$ cat src/rtl/ext_bus_master.sv
// Host-bus initiator: one request -> 1 or 2 strobed 16-bit beats (setup/strobe/hold); rsp after P (narrow) or 2P+1 (wide) cycles.
// req_ready_o is high only in IDLE, so one request is in flight; all bus/rsp outputs are registered to keep strobes glitch-free.
module ext_bus_master #(
  parameter int ADDR_WIDTH    = 25,
  parameter int SETUP_CYCLES  = 2,
  parameter int STROBE_CYCLES = 4,
  parameter int HOLD_CYCLES   = 2
) (
  input  logic                  clk_i,
  input  logic                  rst_i,
  input  logic                  req_valid_i,
  output logic                  req_ready_o,
  input  logic                  req_write_i,
  input  logic                  req_wide_i,
  input  logic [ADDR_WIDTH-1:0] req_addr_i,
  input  logic [31:0]           req_wdata_i,
  output logic                  rsp_valid_o,
  output logic [31:0]           rsp_rdata_o,
  output logic [ADDR_WIDTH-1:0] bus_addr_o,
  output logic [15:0]           bus_data_o,
  input  logic [15:0]           bus_data_i,
  output logic                  bus_data_oe_o,
  output logic [1:0]            bus_cs_o,
  output logic                  bus_read_n_o,
  output logic                  bus_write_n_o
);

  typedef enum logic [2:0] {IDLE, SETUP, STROBE, HOLD, GAP} state_t;

  state_t                state_q, state_d;
  logic [3:0]            cnt_q, cnt_d;
  logic                  wr_q, wr_d, wide_q, wide_d, beat_q, beat_d;
  logic [ADDR_WIDTH-1:0] addr_q, addr_d;
  logic [31:0]           wdata_q, wdata_d;
  logic [15:0]           rd_lo_q, rd_lo_d, rd_hi_q, rd_hi_d;
  logic                  rsp_valid_q, rsp_valid_d;
  logic [31:0]           rsp_rdata_q, rsp_rdata_d;
  logic [ADDR_WIDTH-1:0] bus_addr_q, bus_addr_d;
  logic [15:0]           bus_data_q, bus_data_d;
  logic                  oe_q, oe_d, rd_n_q, rd_n_d, wr_n_q, wr_n_d;
  logic [1:0]            cs_q, cs_d;
  logic                  active_d;
  logic                  unused_addr_lsb;

  assign unused_addr_lsb = req_addr_i[0];

  always_comb begin
    state_d     = state_q;
    cnt_d       = cnt_q;
    wr_d        = wr_q;
    wide_d      = wide_q;
    beat_d      = beat_q;
    addr_d      = addr_q;
    wdata_d     = wdata_q;
    rd_lo_d     = rd_lo_q;
    rd_hi_d     = rd_hi_q;
    rsp_valid_d = 1'b0;
    rsp_rdata_d = rsp_rdata_q;

    case (state_q)
      IDLE: begin
        if (req_valid_i) begin
          wr_d    = req_write_i;
          wide_d  = req_wide_i;
          addr_d  = {req_addr_i[ADDR_WIDTH-1:1], 1'b0};
          wdata_d = req_wdata_i;
          beat_d  = 1'b0;
          cnt_d   = 4'(SETUP_CYCLES);
          state_d = SETUP;
        end
      end
      SETUP: begin
        if (cnt_q == 4'd1) begin
          cnt_d   = 4'(STROBE_CYCLES);
          state_d = STROBE;
        end else begin
          cnt_d = cnt_q - 4'd1;
        end
      end
      STROBE: begin
        if (cnt_q == 4'd1) begin
          if (!wr_q) begin
            if (beat_q) rd_hi_d = bus_data_i;
            else        rd_lo_d = bus_data_i;
          end
          cnt_d   = 4'(HOLD_CYCLES);
          state_d = HOLD;
        end else begin
          cnt_d = cnt_q - 4'd1;
        end
      end
      HOLD: begin
        if (cnt_q == 4'd1) begin
          if (wide_q && !beat_q) begin
            state_d = GAP;
          end else begin
            state_d     = IDLE;
            rsp_valid_d = 1'b1;
            if (!wr_q) rsp_rdata_d = {(wide_q ? rd_hi_q : 16'h0000), rd_lo_q};
          end
        end else begin
          cnt_d = cnt_q - 4'd1;
        end
      end
      GAP: begin
        beat_d  = 1'b1;
        cnt_d   = 4'(SETUP_CYCLES);
        state_d = SETUP;
      end
      default: state_d = IDLE;
    endcase

    // Bus pins are registered from the next state so they switch with the phase.
    active_d   = (state_d == SETUP) || (state_d == STROBE) || (state_d == HOLD);
    bus_addr_d = bus_addr_q;
    if (state_d == SETUP && state_q != SETUP)
      bus_addr_d = beat_d ? addr_d + ADDR_WIDTH'(2) : addr_d;
    bus_data_d = bus_data_q;
    if (active_d && wr_d)
      bus_data_d = beat_d ? wdata_d[31:16] : wdata_d[15:0];
    oe_d   = active_d && wr_d;
    rd_n_d = !(active_d && !wr_d);
    wr_n_d = !(active_d && wr_d);
    cs_d   = (state_d == STROBE) ? 2'b11 : 2'b00;
  end

  always_ff @(posedge clk_i or posedge rst_i) begin
    if (rst_i) begin
      state_q     <= IDLE;
      cnt_q       <= 4'd0;
      wr_q        <= 1'b0;
      wide_q      <= 1'b0;
      beat_q      <= 1'b0;
      addr_q      <= '0;
      wdata_q     <= 32'h0;
      rd_lo_q     <= 16'h0;
      rd_hi_q     <= 16'h0;
      rsp_valid_q <= 1'b0;
      rsp_rdata_q <= 32'h0;
      bus_addr_q  <= '0;
      bus_data_q  <= 16'h0;
      oe_q        <= 1'b0;
      cs_q        <= 2'b00;
      rd_n_q      <= 1'b1;
      wr_n_q      <= 1'b1;
    end else begin
      state_q     <= state_d;
      cnt_q       <= cnt_d;
      wr_q        <= wr_d;
      wide_q      <= wide_d;
      beat_q      <= beat_d;
      addr_q      <= addr_d;
      wdata_q     <= wdata_d;
      rd_lo_q     <= rd_lo_d;
      rd_hi_q     <= rd_hi_d;
      rsp_valid_q <= rsp_valid_d;
      rsp_rdata_q <= rsp_rdata_d;
      bus_addr_q  <= bus_addr_d;
      bus_data_q  <= bus_data_d;
      oe_q        <= oe_d;
      cs_q        <= cs_d;
      rd_n_q      <= rd_n_d;
      wr_n_q      <= wr_n_d;
    end
  end

  assign req_ready_o   = (state_q == IDLE);
  assign rsp_valid_o   = rsp_valid_q;
  assign rsp_rdata_o   = rsp_rdata_q;
  assign bus_addr_o    = bus_addr_q;
  assign bus_data_o    = bus_data_q;
  assign bus_data_oe_o = oe_q;
  assign bus_cs_o      = cs_q;
  assign bus_read_n_o  = rd_n_q;
  assign bus_write_n_o = wr_n_q;

endmodule

$ cat config.mk
export PLATFORM = sky130hd
export DESIGN_NAME = ext_bus_master
export DESIGN_NICKNAME = d
export VERILOG_FILES = /design/src/rtl/ext_bus_master.sv
export SDC_FILE = /design/constraint.sdc
export NUM_CORES = 1
export LEC_CHECK = 0
export ABC_AREA = 1
export ABC_CLOCK_PERIOD_IN_PS = 13900
export CORE_MARGIN = 2
export CORE_UTILIZATION = 56
export CTS_CLUSTER_SIZE = 8
export DETAILED_ROUTE_END_ITERATION = 8
export PLACE_DENSITY = 0.85
export SYNTH_ARGS = -nofsm -noshare
export SYNTH_HDL_FRONTEND = slang
export SYNTH_SLANG_ARGS = --single-unit
$ cat constraint.sdc
create_clock -name clk_i -period 13.9 [get_ports clk_i]
set_clock_uncertainty 0.15 [all_clocks]
set_input_delay 1.39 -clock clk_i [delete_from_list [all_inputs] [get_ports clk_i]]
set_output_delay 1.39 -clock clk_i [all_outputs]
set_load 0.02 [all_outputs]
==> metrics.md <==
| Metric | Value |
|---|---|
| Run status | finished clean |
| CTS tree | yes |
| Hold path cells | 2 |
| Slew @ Worst Pin | 1.060 ns |
| GRT Resource Usage Total | 26.73% |
| Count leader, synth | nand2_1 |
| R2R Setup Slk | 10.18 ns |
| Share of the synthesized area in the top cell type | 52.73% |
| DR WL met2 | 9837 um |
| Worst hold margin | 0.3254 ns |
| Leak | 5.260 nW |
| Via-to-Cell Ratio | 5.245 |
| Max Freq | 0.2180 GHz |
| Required @ worst endpoint | 14.05 ns |
| Cts repair resizes | 0 |
| H-Tree Depth | 4 |
| Hold_buf cts | 0 |
| Unique masters post-synth | 35 |
| Setup repair after global routing missed its margin | false |
| Utilization after layout | 72.19% |
| Worst-path cell chain | clkdlybuf4s50_1 > buf_4 > inv_2 > nand2_1 > nand3_1 > nand2_1 > inv_2 > nand2_1 > nor2_1 > nand2_1 > xor2_1 > o21ai_1 |
| Crit end category | register |
| Horiz. Die Dim | 125.8 um |
| Reg2Reg Depth | 9 |
| Reg2reg end | bus_data_o[12]$_DFFE_PP0P_ |
| Post-route setup TNS | 0 ns |
| Post-synthesis sequential area ratio | 53.36% |
| Clk sinks | 177 |
| Post-synth top area cell | dfrtp_1 |
| # setup viols final | 0 |
| DRC | 0 |
| Routability cong. | 0.8617 |
| Largest net degree at the start of global routing | 102 |
| FF+latch count, synth | 177 |
| DPL Wire Length | 13640 um |
| Pwr Density | 244.4 nW/um^2 |
| Highest Signal Layer | met4 |
| Via count | 6923 |
| Most common library cells after synthesis | nand2_1 (349), dfrtp_1 (175), inv_1 (106) |
| Post-route cell area | 10490 sq um |
| DR WL met3 | 1637 um |
| Core area | 14530 sq um |
| Worst Setup Start Kind | input port |
| CTS root buf | clkbuf_16 |
| Vias in the first global route | 6672 |
| RR Startpoint | state_q[0]$_DFF_PP0_ |
| Worst path most repeated cell | nand2_1 |
| Slowest stage cell, crit path | inv_2 |
| Synth Flop Type | dfrtp_1 |
| IR Drop Worst-Case VDD | 0.0001256 V |
| CP arrival | 4.74 ns |
| Die Y | 125.8 um |
| Top post-synthesis cells by area | dfrtp_1 (53%), nand2_1 (16%), inv_1 (4.8%) |
| M1 WL | 8427 um |
| Syn_nets | 1068 |
| EDFF count, synth | 0 |
| Overflow after GRT | 0 |
| Beginning of the worst hold path | wdata_q[24]$_DFF_PP0_ |
| Port Buffer Count | 156 |
| CTS clock-pin slew for the worst setup and hold paths | 0.07 ns |
| Site Rows | 44 |
| FILL cells | 1093 |
| Mapped Cells | 987 |
| Mean Syn Cell Area | 8.415 sq um |
| Slew Viols, Final | 0 |
| DP Area | 9886 sq um |
| Diodes inserted | 0 |
| First-iteration detailed-routing DRC count | 535 |
| Inserted Clock Buffers | 17 |
| End of the worst hold path | wdata_q[24]$_DFF_PP0_ |
| Worst min-delay path category | register to register |
| Synth Cell Area | 8305 sq um |
| Final hold vios | 0 |
| Initial Util | 57.15% |
| Synthesis-to-finish area growth | 26.33% |
| Setup WS post-layout | 9.313 ns |
| Wirelength per Cell | 15.37 um |
| Crit Path Max Fanout | 28 |
| Pre-CTS worst setup slack | 8.925 ns |
| Layout cell share with drive strength beyond 1 | 9.331% |
| Router iterations before antenna repair | 5 |
| Maximum Capacitance Violations | 0 |
| Ys Warns | 0 |
| Antenna-violating nets left | 0 |
| Minimum clock period | 4.587 ns |
| First-pass GRT wire length | 33510 um |
| Slew HR | 29.15% |
| Post-CTS Setup Bufs | 0 |
| Nets | 1204 |
| Num ports | 158 |
| Crit path kind | input port to register |
| Initial antenna violation count | 0 |
| Routed WL | 20290 um |
| Die Area | 15820 sq um |
| Later-pin clock latency in the skew report | 0.43 ns |
| Post-synth ARST share | 100.0% |
| Worst stage delay on the critical path | 0.70 ns |
| Tcrit/Tclk final | 33.00% |
| Clock Tree Buf Depth | 2 |
[worst max-delay path: cells and delay by family]
kind                      cells  cell delay (ns)
buffers and inverters         4             1.70
and+or+nand+nor               6             1.32
xor gates and xnor gates      1             0.21
AOI/OAI and AO/OA             1             0.09
[cell type report]
cell class	count	area (sq um)	share of cell area, %
timing repair buffer	160	1592	15.17
sequential	177	4432	42.24
tap	184	230.2	2.194
clock inverter	13	173.9	1.658
multi-input combinational	654	3203	30.53
inverter	113	429.2	4.090
clock buffer	19	432.9	4.126
[through the flow]
step	power, mW	std cells
after floorplan	1.646	987
after global placement	2.024	1288
after detailed placement	2.060	1288
after CTS	2.568	1320
after global routing	2.738	1320
final	2.565	1320
[worst max path at each step]
| stage | start | end | depth (start not counted) |
|---|---|---|---|
| CTS | req_valid_i | bus_addr_o[18]$_DFFE_PP0P_ | 14 |
| finish | req_valid_i | bus_addr_o[7]$_DFFE_PP0P_ | 12 |
| detailed placement | req_valid_i | bus_addr_o[18]$_DFFE_PP0P_ | 14 |
| global placement | req_valid_i | bus_addr_o[7]$_DFFE_PP0P_ | 12 |
| global route | req_valid_i | bus_addr_o[18]$_DFFE_PP0P_ | 14 |
| floorplan | rst_i | addr_q[0]$_DFF_PP0_ | 1 |
[power by group]
group	leakage, nW	switching, mW	internal [mW]
combinational	2.86	0.729	0.454
sequential	2.11	0.127	0.759
clock	0.297	0.209	0.287
[sequential cells by signal (all words and copies together), names as in the netlist, 4 cells and up]
register,flops
rd_lo_q,16
addr_q,25
wdata_q,32
cnt_q,4
rd_hi_q,16
rsp_rdata_o,32
bus_addr_o,25
bus_data_o,16
[metal layers]
layer / up-vias / track usage (%)
li1: 3366 / -
met5: - / 0
met3: 34 / 7.222
met4: 0 / 9.825
met1: 3249 / 34.57
met2: 274 / 43.72
[kinds of logic (layout without fill, tap and decap cells)]
kind of cell | after synthesis | count (layout) | share of synthesized area, %
compound gates | 102 | 102 | 6.839
flops | 177 | 177 | 53.36
simple gates | 509 | 509 | 26.33
fa+ha+maj | 3 | 3 | 0.4520
xor+xnor | 8 | 8 | 0.8437
buf+inv | 156 | 305 | 8.075
mux | 32 | 32 | 4.098
[layout by cell type (no fill, tap or decap), drive strengths merged]
cell type / count
nand2: 368
dfrtp: 175
clkdlybuf4s50: 156
inv: 118
o21ai: 80
nor2: 69
nand3: 55
clkbuf: 19
mux2: 16
mux2i: 16
a31oi: 16
nand4: 11
xor2: 8
buf: 4
nor3: 4
clkinv: 4
ha: 3
bufinv: 3
a21oi: 2
o32ai: 2
dfstp: 2
or2: 2
o211ai: 1
a41oi: 1
clkinvlp: 1
Power figures use the tool's default switching activity.
